===== config.mk =====
export PLATFORM = sky130hd
export DESIGN_NAME = lbdr_param
export DESIGN_NICKNAME = d
export VERILOG_FILES = /design/src/rtl/lbdr_param.sv
export SDC_FILE = /design/constraint.sdc
export NUM_CORES = 1
export LEC_CHECK = 0
export CORE_ASPECT_RATIO = 1.2
export CORE_MARGIN = 3
export CORE_UTILIZATION = 44
export DETAILED_ROUTE_END_ITERATION = 8
export PLACE_DENSITY = 0.76
export SYNTH_ARGS = -nofsm -noshare
export SYNTH_HDL_FRONTEND = slang
export SYNTH_SLANG_ARGS = --single-unit

===== constraint.sdc =====
create_clock -name clk -period 2.6 [get_ports clk]
set_clock_uncertainty 0.1 [all_clocks]
set_input_delay 0.65 -clock clk [delete_from_list [all_inputs] [get_ports clk]]
set_output_delay 0.65 -clock clk [all_outputs]
set_load 0.1 [all_outputs]

===== src/rtl/lbdr_param.sv =====
// LBDR routing unit: per-packet output-port selection from the header flit.
// Registers Rxy/Cx/cur_addr/Dr on reset, supports runtime Rxy/Cx reconfig.
//
// Ports:
//   clk, rst (sync, active-low)
//   empty, flit_type, dst_addr, rd     : input FIFO head and consume strobe
//   cur_addr_rst, Rxy_rst, Cx_rst,
//   Dr_rst                             : configuration captured during reset
//   cfg_we, cfg_Rxy, cfg_Cx            : runtime reconfiguration
//   Nport..Lport                       : registered one-hot port request
//   route_vld, route_err               : packet routed / packet unroutable
module lbdr_param #(
    parameter int         AXIS   = 4,
    parameter bit         DR_EN  = 1'b1,
    parameter logic [2:0] HEADER = 3'b001,
    parameter logic [2:0] TAIL   = 3'b100
) (
    input  logic            clk,
    input  logic            rst,
    input  logic            empty,
    input  logic [2:0]      flit_type,
    input  logic [AXIS-1:0] dst_addr,
    input  logic            rd,
    input  logic [AXIS-1:0] cur_addr_rst,
    input  logic [7:0]      Rxy_rst,
    input  logic [3:0]      Cx_rst,
    input  logic [1:0]      Dr_rst,
    input  logic            cfg_we,
    input  logic [7:0]      cfg_Rxy,
    input  logic [3:0]      cfg_Cx,
    output logic            Nport,
    output logic            Eport,
    output logic            Wport,
    output logic            Sport,
    output logic            Lport,
    output logic            route_vld,
    output logic            route_err
);

    // AXIS must be even: x = low half, y = high half.
    localparam int H = AXIS / 2;

    typedef enum logic [1:0] {
        IDLE  = 2'd0,
        ROUTE = 2'd1,
        ERR   = 2'd2
    } state_t;

    state_t          state, state_n;
    logic [AXIS-1:0] cur_q;
    logic [7:0]      rxy_q;
    logic [3:0]      cx_q;
    logic [1:0]      dr_q;
    logic            pend_q;
    logic [7:0]      pend_rxy;
    logic [3:0]      pend_cx;

    // Port vector order: {L,S,W,E,N}
    logic [4:0] ports_q, ports_n;
    logic       vld_q, vld_n;
    logic       err_q, err_n;

    logic [H-1:0] x_cur, y_cur, x_dst, y_dst;
    logic         n1, e1, w1, s1;
    logic         nm, em, wm, sm, loc;
    logic         rne, rnw, ren, res, rwn, rws, rse, rsw;
    logic         cn, ce, cw, cs;
    logic [4:0]   sel;
    logic         no_port;
    logic         is_hdr, is_tail_rd;

    assign x_cur = cur_q[H-1:0];
    assign y_cur = cur_q[AXIS-1:H];
    assign x_dst = dst_addr[H-1:0];
    assign y_dst = dst_addr[AXIS-1:H];

    assign n1 = y_dst < y_cur;
    assign s1 = y_cur < y_dst;
    assign e1 = x_cur < x_dst;
    assign w1 = x_dst < x_cur;

    assign {rsw, rse, rws, rwn, res, ren, rnw, rne} = rxy_q;
    assign {cs, cw, ce, cn} = cx_q;

    assign nm = ((n1 & ~e1 & ~w1) | (n1 & e1 & rne) | (n1 & w1 & rnw)) & cn;
    assign em = ((e1 & ~n1 & ~s1) | (e1 & n1 & ren) | (e1 & s1 & res)) & ce;
    assign wm = ((w1 & ~n1 & ~s1) | (w1 & n1 & rwn) | (w1 & s1 & rws)) & cw;
    assign sm = ((s1 & ~e1 & ~w1) | (s1 & e1 & rse) | (s1 & w1 & rsw)) & cs;
    assign loc = ~n1 & ~e1 & ~w1 & ~s1;

    // Single-port selection, N>E>W>S, then deroute via Dr.
    // Dr encoding equals the Cx bit index, so it also indexes sel[3:0].
    always_comb begin
        sel     = 5'b0;
        no_port = 1'b0;
        if (loc) begin
            sel[4] = 1'b1;
        end else if (nm) begin
            sel[0] = 1'b1;
        end else if (em) begin
            sel[1] = 1'b1;
        end else if (wm) begin
            sel[2] = 1'b1;
        end else if (sm) begin
            sel[3] = 1'b1;
        end else if (DR_EN && cx_q[dr_q]) begin
            sel[3:0] = 4'b0001 << dr_q;
        end else begin
            no_port = 1'b1;
        end
    end

    assign is_hdr     = ~empty & (flit_type == HEADER);
    assign is_tail_rd = ~empty & rd & (flit_type == TAIL);

    always_comb begin
        state_n = state;
        ports_n = ports_q;
        vld_n   = vld_q;
        err_n   = err_q;
        unique case (state)
            IDLE: begin
                ports_n = 5'b0;
                vld_n   = 1'b0;
                err_n   = 1'b0;
                if (is_hdr) begin
                    if (no_port) begin
                        state_n = ERR;
                        err_n   = 1'b1;
                    end else begin
                        state_n = ROUTE;
                        ports_n = sel;
                        vld_n   = 1'b1;
                    end
                end
            end
            ROUTE, ERR: begin
                // Headers here are just payload; only a consumed tail ends it.
                if (is_tail_rd) begin
                    state_n = IDLE;
                    ports_n = 5'b0;
                    vld_n   = 1'b0;
                    err_n   = 1'b0;
                end
            end
            default: begin
                state_n = IDLE;
                ports_n = 5'b0;
                vld_n   = 1'b0;
                err_n   = 1'b0;
            end
        endcase
    end

    always_ff @(posedge clk) begin
        if (!rst) begin
            state    <= IDLE;
            ports_q  <= 5'b0;
            vld_q    <= 1'b0;
            err_q    <= 1'b0;
            cur_q    <= cur_addr_rst;
            rxy_q    <= Rxy_rst;
            cx_q     <= Cx_rst;
            dr_q     <= Dr_rst;
            pend_q   <= 1'b0;
            pend_rxy <= 8'b0;
            pend_cx  <= 4'b0;
        end else begin
            state   <= state_n;
            ports_q <= ports_n;
            vld_q   <= vld_n;
            err_q   <= err_n;
            if (state == IDLE) begin
                if (cfg_we) begin
                    rxy_q <= cfg_Rxy;
                    cx_q  <= cfg_Cx;
                end
            end else if (is_tail_rd) begin
                // IDLE-entry edge: a write on this very edge is the latest.
                pend_q <= 1'b0;
                if (cfg_we) begin
                    rxy_q <= cfg_Rxy;
                    cx_q  <= cfg_Cx;
                end else if (pend_q) begin
                    rxy_q <= pend_rxy;
                    cx_q  <= pend_cx;
                end
            end else if (cfg_we) begin
                pend_q   <= 1'b1;
                pend_rxy <= cfg_Rxy;
                pend_cx  <= cfg_Cx;
            end
        end
    end

    assign Nport     = ports_q[0];
    assign Eport     = ports_q[1];
    assign Wport     = ports_q[2];
    assign Sport     = ports_q[3];
    assign Lport     = ports_q[4];
    assign route_vld = vld_q;
    assign route_err = err_q;

endmodule


==> results of run 1 <==
## final timing paths
check / startpoint / endpoint / cells after the start
min: route_err$_SDFFE_PN0P_ / route_err$_SDFFE_PN0P_ / 2
max reg2reg: cur_q[1]$_DFFE_PN_ / state[0]$_SDFFE_PN0P_ / 8
max: dst_addr[0] / state[0]$_SDFFE_PN0P_ / 9
min reg2reg: route_err$_SDFFE_PN0P_ / route_err$_SDFFE_PN0P_ / 2
## power breakdown
group          internal, W  switching [W]
sequential        0.000694      0.0000212
combinational     0.000170       0.000146
clock             0.000182       0.000203
## state kept, by name (all words and copies together), names as in the netlist
| name | count |
|---|---|
| ports_q | 5 |
| dr_q | 2 |
| pend_cx | 4 |
| state | 2 |
| rxy_q | 8 |
| cx_q | 4 |
| route_err | 1 |
| cur_q | 4 |
| pend_rxy | 8 |
| pend_q | 1 |
| route_vld | 1 |
## logic make-up after synthesis
logic type / synth area share
adders and majority gates: 0.0308
AOI/OAI and AO/OA: 0.128
DFF: 0.482
and+or+nand+nor: 0.194
buffers and inverters: 0.0363
muxes: 0.129
## Yosys cell counts (all sizes together) (2+ instances only)
cell type,n
inv,10
nor2b,6
nor4,3
a32o,2
nor4b,3
nand3,3
nor2,31
clkbuf,6
mux2i,24
o2111a,2
buf,2
ha,5
a21oi,21
nor3,7
o21ai,7
dfxtp,22
nand2,8
a31o,2
edfxtp,18
nor3b,2
## what timing repair did
item,CTS,global route
hold buffers,0,0
hold endpoints to repair,0,0
setup buffers,0,0
pin swaps,0,7
gates resized for setup,2,18
endpoints found under the setup margin,4,8
## cell type report
cell class	count	area, sq um	area share
Clock buffer	5	68.8	0.0242
Clock inverter	3	13.8	0.00483
Inverter	11	41.3	0.0145
Multi-Input combinational cell	141	1080	0.381
Sequential cell	40	981	0.344
Tap cell	56	70.1	0.0246
Timing Repair Buffer	64	588	0.207
## stage by stage
step                TNS [ps]  instance area [sq um]
CTS                        0                   2750
global placement       -2340                   2660
floorplan                  0                   2030
detailed placement     -2520                   2660
global route               0                   2850
finish                     0                   2850
## worst max-delay path: stages
cell,delay [ps]
sky130_fd_sc_hd__clkdlybuf4s50_1,450
sky130_fd_sc_hd__inv_1,60
sky130_fd_sc_hd__ha_4,170
sky130_fd_sc_hd__nor2b_4,190
sky130_fd_sc_hd__o21ai_4,90
sky130_fd_sc_hd__o2111a_2,320
sky130_fd_sc_hd__nor4_4,330
sky130_fd_sc_hd__a21oi_2,100
sky130_fd_sc_hd__a31o_1,190
## per-layer routing
layer  share of wire  global-route usage  wire, microns  vias up
met5               0                   0              0        -
met4          0.0092              0.0656             40        0
met3           0.052              0.0406            228        2
met2            0.53               0.287           2320       42
met1            0.41               0.182           1770      762
li1                -                   -              -      854
==> implementation parameters, run 1 <==
Parameter                              Value

Synthesis
  Syn nets    247
  Mean instance size in the synthesized netlist    around 10 sq um
  Cell taking the most area after synthesis    sky130_fd_sc_hd__edfxtp_1
  Fraction of the yosys area taken by sequential cells    0.482
  Top cells by area in the synthesized netlist    sky130_fd_sc_hd__edfxtp_1, sky130_fd_sc_hd__dfxtp_1, sky130_fd_sc_hd__mux2i_1
  Yosys synthesis warning count    0
  Synthesized area    2030 sq um
  Synthesized netlist cell count    200
  Number of distinct library cell variants in the gate-level netlist after synthesis    between 40 and 50
  Commonest register cell after synthesis    sky130_fd_sc_hd__dfxtp_1
  Flops & latches, synth    40
  Share of Yosys cell area claimed by the top area cell type    0.266
  EDFF count, synth    18
  Post-synth ARST share    0

Layout
  Number of nets in the layout    310
  Final cell utilization of the core    0.653
  Fillers    365
  Number of antenna diodes    0
  Area Overhead vs Synth    40.0%
  Final non-filler cell total    320
  Fraction of layout instances using a drive strength above 1    0.205
  Commonest cells after routing, fill and taps aside    sky130_fd_sc_hd__clkdlybuf4s50_1, sky130_fd_sc_hd__nor2_1, sky130_fd_sc_hd__mux2i_1, sky130_fd_sc_hd__buf_4, sky130_fd_sc_hd__dfxtp_1
  Most frequent standard cell in the layout excluding fill and tap cells    sky130_fd_sc_hd__clkdlybuf4s50_1

Detailed routing
  Mean number of vias per cell    between 5 and 6
  Vias    between 1,500 and 2,000
  Residual DRC count    0
  Drt first-iter violations    72
  Number of routed nets with antenna violations    0
  Routed wire length per instance    13.6 microns
  Routed Wire Length    4350 microns
  Detailed-routing iteration count for the pre-antenna-repair pass    4

Global route
  Via count of the first global-routing pass    1,590
  Gr ovfl total    0
  First-pass GRT wire length    6740 microns
  GRT Overall Usage    0.163
  Initial antenna violation count    0
  Pin count of the biggest net entering global routing    19

Pwr
  Worst-case vdd ir drop    385 uV
  Power consumption    0.00142 W
  Total leakage power    between 1 and 1.5 nW
  Areal power density over the cells    497 nW/um^2

Timing
  Final setup violation count    0
  Maximum clock rate    0.403 GHz
  Tightest slew margin relative to the limit    0.655
  Final worst path period need    2480 ps
  Count of endpoints failing hold in the final timing report    0
  Final clock period utilization by the worst path    0.953
  Final worst-path setup slack    121 ps
  Post-route worst hold slack    356 ps
  Unrepaired setup endpoints after global routing    no
  Final-report max-slew violation count    0
  Transition at the pin with the smallest max-transition slack    516 ps

Setup path
  Worst endpoint data arrival time    2560 ps
  Reg2reg setup slack    440 ps
  Crit Path Category    input pin to flop
  CP max FO    5
  Worst setup SP type    input pin
  Required time worst endpoint    approximately 2700 ps
  Critical path capture point type    flop

Clocking
  Number of buffers added by the clock tree synthesis step    5
  Clock transition at path regs    ~70 ps
  H-Tree Depth    2
  Clock latency reported for the late side of the worst-skew pair    280 ps
  Cell chosen for the clock root    sky130_fd_sc_hd__clkbuf_8
  Clock Path Buffers    2
  Number of sinks driven by the clock tree    40
  TritonCTS clock tree    built

Placed design
  Placed Cells incl. Taps    312
  Post-Place Worst Slack    -331 ps
  Post-DP HPWL    around 3300 microns
  Final Wtd Congestion    0.838
  Number of buffer cells added on primary ports    48

Floorplanning
  Horizontal die dimension    68.1 microns
  Row count    26
  Vertical die dimension    between 80 and 90 microns
  Initial Utilization    0.467
  Number of ports placed on the die boundary    49
  Area of the core    between 4000 and 5000 sq um
  Die ar.    5480 sq um

Run
  Max capacitance violation total    0

Status
  Outcome    complete, no violations

Worst hold path
  Path type of the worst min-delay path    flop to flop
No activity file was read; power rests on OpenSTA's default activity.
==> inputs of run 2 (changes only) <==
--- a/config.mk
+++ b/config.mk
@@ -9,7 +9,8 @@
 export CORE_MARGIN = 3
 export CORE_UTILIZATION = 44
 export DETAILED_ROUTE_END_ITERATION = 8
-export PLACE_DENSITY = 0.76
+export GPL_TIMING_DRIVEN = 0
+export PLACE_DENSITY = 0.8
 export SYNTH_ARGS = -nofsm -noshare
 export SYNTH_HDL_FRONTEND = slang
 export SYNTH_SLANG_ARGS = --single-unit
==> run 2 against run 1 <==
  * Critical path type is now flop to output pin
  * Wire length is 2.3% higher
  * Clock power up 18%
  * Combinational power shrank 4%
  * Largest power group unchanged
==> implementation parameters, run 2 (synthesized netlist as in run 1, its figures left out) <==
Parameter                              Value

Status
  Outcome    complete, no violations

Placed design
  Final Wtd Congestion    0.800 (-4.6%)
  Placement Cell Area    2580 sq um (-2.7%)
  Post-Place Worst Slack    -454 ps (-124 ps)
  Post-DP HPWL    3420 microns (+4.9%)
  Number of buffer cells added on primary ports    47 (-2.1%)
  Placed Cells incl. Taps    304 (-2.6%)

Detailed routing
  Number of routed nets with antenna violations    0 (unchanged)
  Residual DRC count    0 (unchanged)
  Mean number of vias per cell    5.44 (+4.8%)
  Detailed-routing iteration count for the pre-antenna-repair pass    4 (unchanged)
  Routed wire length per instance    14.2 microns (+4.2%)
  Routed Wire Length    4450 microns (+2.3%)
  Drt first-iter violations    68 (-5.6%)
  Vias    1,707 (+2.8%)

Floorplanning
  Area of the core    4360 sq um (unchanged)
  Horizontal die dimension    68.1 microns (unchanged)
  Vertical die dimension    80.5 microns (unchanged)
  Initial Utilization    0.467 (unchanged)
  Row count    26 (unchanged)
  Number of ports placed on the die boundary    49 (unchanged)
  Die ar.    5480 sq um (unchanged)

Layout
  Most frequent standard cell in the layout excluding fill and tap cells    sky130_fd_sc_hd__clkdlybuf4s50_1
  Number of nets in the layout    304 (-1.9%)
  Fraction of layout instances using a drive strength above 1    0.132 (-0.0728)
  Commonest cells after routing, fill and taps aside    sky130_fd_sc_hd__clkdlybuf4s50_1, sky130_fd_sc_hd__nor2_1, sky130_fd_sc_hd__mux2i_1, sky130_fd_sc_hd__dfxtp_1, sky130_fd_sc_hd__a21oi_1
  Final cell utilization of the core    0.643 (-0.0103)
  Final Cell Area    2800 sq um (-1.6%)
  Area Overhead vs Synth    37.8%
  Number of antenna diodes    0 (unchanged)
  Fillers    363 (-0.55%)
  Final non-filler cell total    314 (-1.9%)
  Largest regs    pend_rxy: 8 flops, rxy_q: 8 flops, ports_q: 5 flops

Run
  Max capacitance violation total    0 (unchanged)

Timing
  Final setup violation count    0 (unchanged)
  Setup TNS    0 ps (unchanged)
  Final-report max-slew violation count    0 (unchanged)
  Final clock period utilization by the worst path    0.972 (+0.0187)
  Count of endpoints failing hold in the final timing report    0 (unchanged)
  Tightest slew margin relative to the limit    0.332 (-0.323)
  Final worst-path setup slack    72.6 ps (-48.5 ps)
  Maximum clock rate    0.396 GHz (-1.9%)
  Final worst path period need    2530 ps (+48.5 ps)
  Transition at the pin with the smallest max-transition slack    999 ps (+483 ps)

Global route
  Pin count of the biggest net entering global routing    16 (-3)
  Gr ovfl total    0 (unchanged)
  First-pass GRT wire length    7250 microns (+7.5%)
  GRT Overall Usage    0.174 (+0.0107)
  Via count of the first global-routing pass    1,684 (+5.9%)
  Initial antenna violation count    0 (unchanged)

Setup path
  Cell family with the largest share of critical-path delay    buffers and inverters
  Crit Path Category    flop to output pin
  Cells traversed along the worst timing path    clkdlybuf4s50_1
  Delay of the slowest cell on the worst path    1140 ps (+690 ps)
  Critical path capture point type    output pin
  CP max FO    2 (-3)
  Worst setup SP type    flop
  Worst endpoint data arrival time    1780 ps (-780 ps)
  Cell with the biggest individual delay on the critical path    sky130_fd_sc_hd__clkdlybuf4s50_1
  Required time worst endpoint    1850 ps (-830 ps)
  Total buffers and inverters traversed by the critical path    1 (-1)

Pwr
  Areal power density over the cells    525 nW/um^2 (+5.6%)
  Power share of the sequential group    0.485 (-0.020)
  Worst-case vdd ir drop    364 uV (-5.3%)
  Part of the total power dissipated in the clock network    0.309 (+0.037)
  Pint    0.00110 W (+4.8%)
  Total net switching power    0.000376 W (+1.6%)
  Sw Ratio    0.255 (-0.00598)
  Relative contribution of combinational cells to total power    0.207 (-0.016)
  Total leakage power    1.00 nW (-6.0%)

Clocking
  Number of sinks driven by the clock tree    40 (unchanged)
  Cell chosen for the clock root    sky130_fd_sc_hd__clkbuf_8
  Clock Path Buffers    2 (unchanged)
  Clock transition at path regs    70 ps (about the same)
  TritonCTS clock tree    built
  Number of buffers added by the clock tree synthesis step    5 (unchanged)
  CTS Hold Buffers Added    0 (unchanged)
  Clock latency reported for the late side of the worst-skew pair    290 ps (about the same)
  H-Tree Depth    2 (unchanged)

Worst hold path
  Path type of the worst min-delay path    flop to flop
[run 2: area by class of cell]
cell class | count | area, sq um | share of cell area
multi-input combinational | 141 | 1070 | 0.383
sequential | 40 | 981 | 0.350
timing repair buffer | 50 | 502 | 0.179
clock buffer | 7 | 97.6 | 0.0348
tap | 56 | 70.1 | 0.0250
inverter | 11 | 41.3 | 0.0147
buffer | 8 | 32.5 | 0.0116
clock inverter | 1 | 5.00 | 0.00179
[run 2: per-stage QoR]
step	total power, W	hold slack (ps)
6_report	0.00147	362
2_1_floorplan	0.000880	336
3_5_place_dp	0.000987	352
5_1_grt	0.00153	382
4_1_cts	0.00145	363
3_3_place_gp	0.000980	342
[run 2: routing by layer]
layer  vias up  wire length [microns]  GRT usage
li1        841                      -          -
met1       807                   1820      0.199
met2        48                   2320      0.298
met3        11                    185     0.0350
met4         0                    123     0.0875
met5         -                      0          0
[run 2: power groups by stage]
stage | Clock, W | Combinational (W) | Sequential [W]
after floorplan | 0 | 0.000153 | 0.000727
after global placement | 0 | 0.000255 | 0.000725
after detailed placement | 0 | 0.000261 | 0.000727
after CTS | 0.000465 | 0.000276 | 0.000713
after global routing | 0.000488 | 0.000327 | 0.000716
final | 0.000454 | 0.000304 | 0.000714
[run 2: timing repair]
item / in CTS / in global routing
gates resized for setup: 6 / 12
pin swaps: 2 / 8
setup endpoints to repair: 7 / 8
buffers inserted: 0 / 2
[run 2: path summary, 6_finish.rpt]
path                            cells after the start  slack [ps]               startpoint                     end
worst min register to register                      2         360   route_err$_SDFFE_PN0P_  route_err$_SDFFE_PN0P_
worst max-delay path                                1          70  ports_q[2]$_SDFFE_PN0P_                   Wport
worst min-delay path                                2         360   route_err$_SDFFE_PN0P_  route_err$_SDFFE_PN0P_
worst max register to register                      7         350       cur_q[3]$_DFFE_PN_   state[0]$_SDFFE_PN0P_
[run 2: worst reg2reg max path, cell delays in order, from the launching register on]
cell                       delay, ps
sky130_fd_sc_hd__edfxtp_1        430
sky130_fd_sc_hd__ha_4            280
sky130_fd_sc_hd__nor2b_4         140
sky130_fd_sc_hd__or2_4           250
sky130_fd_sc_hd__o2111a_2        340
sky130_fd_sc_hd__nor4_4          330
sky130_fd_sc_hd__a21oi_2         110
sky130_fd_sc_hd__a31o_1          180
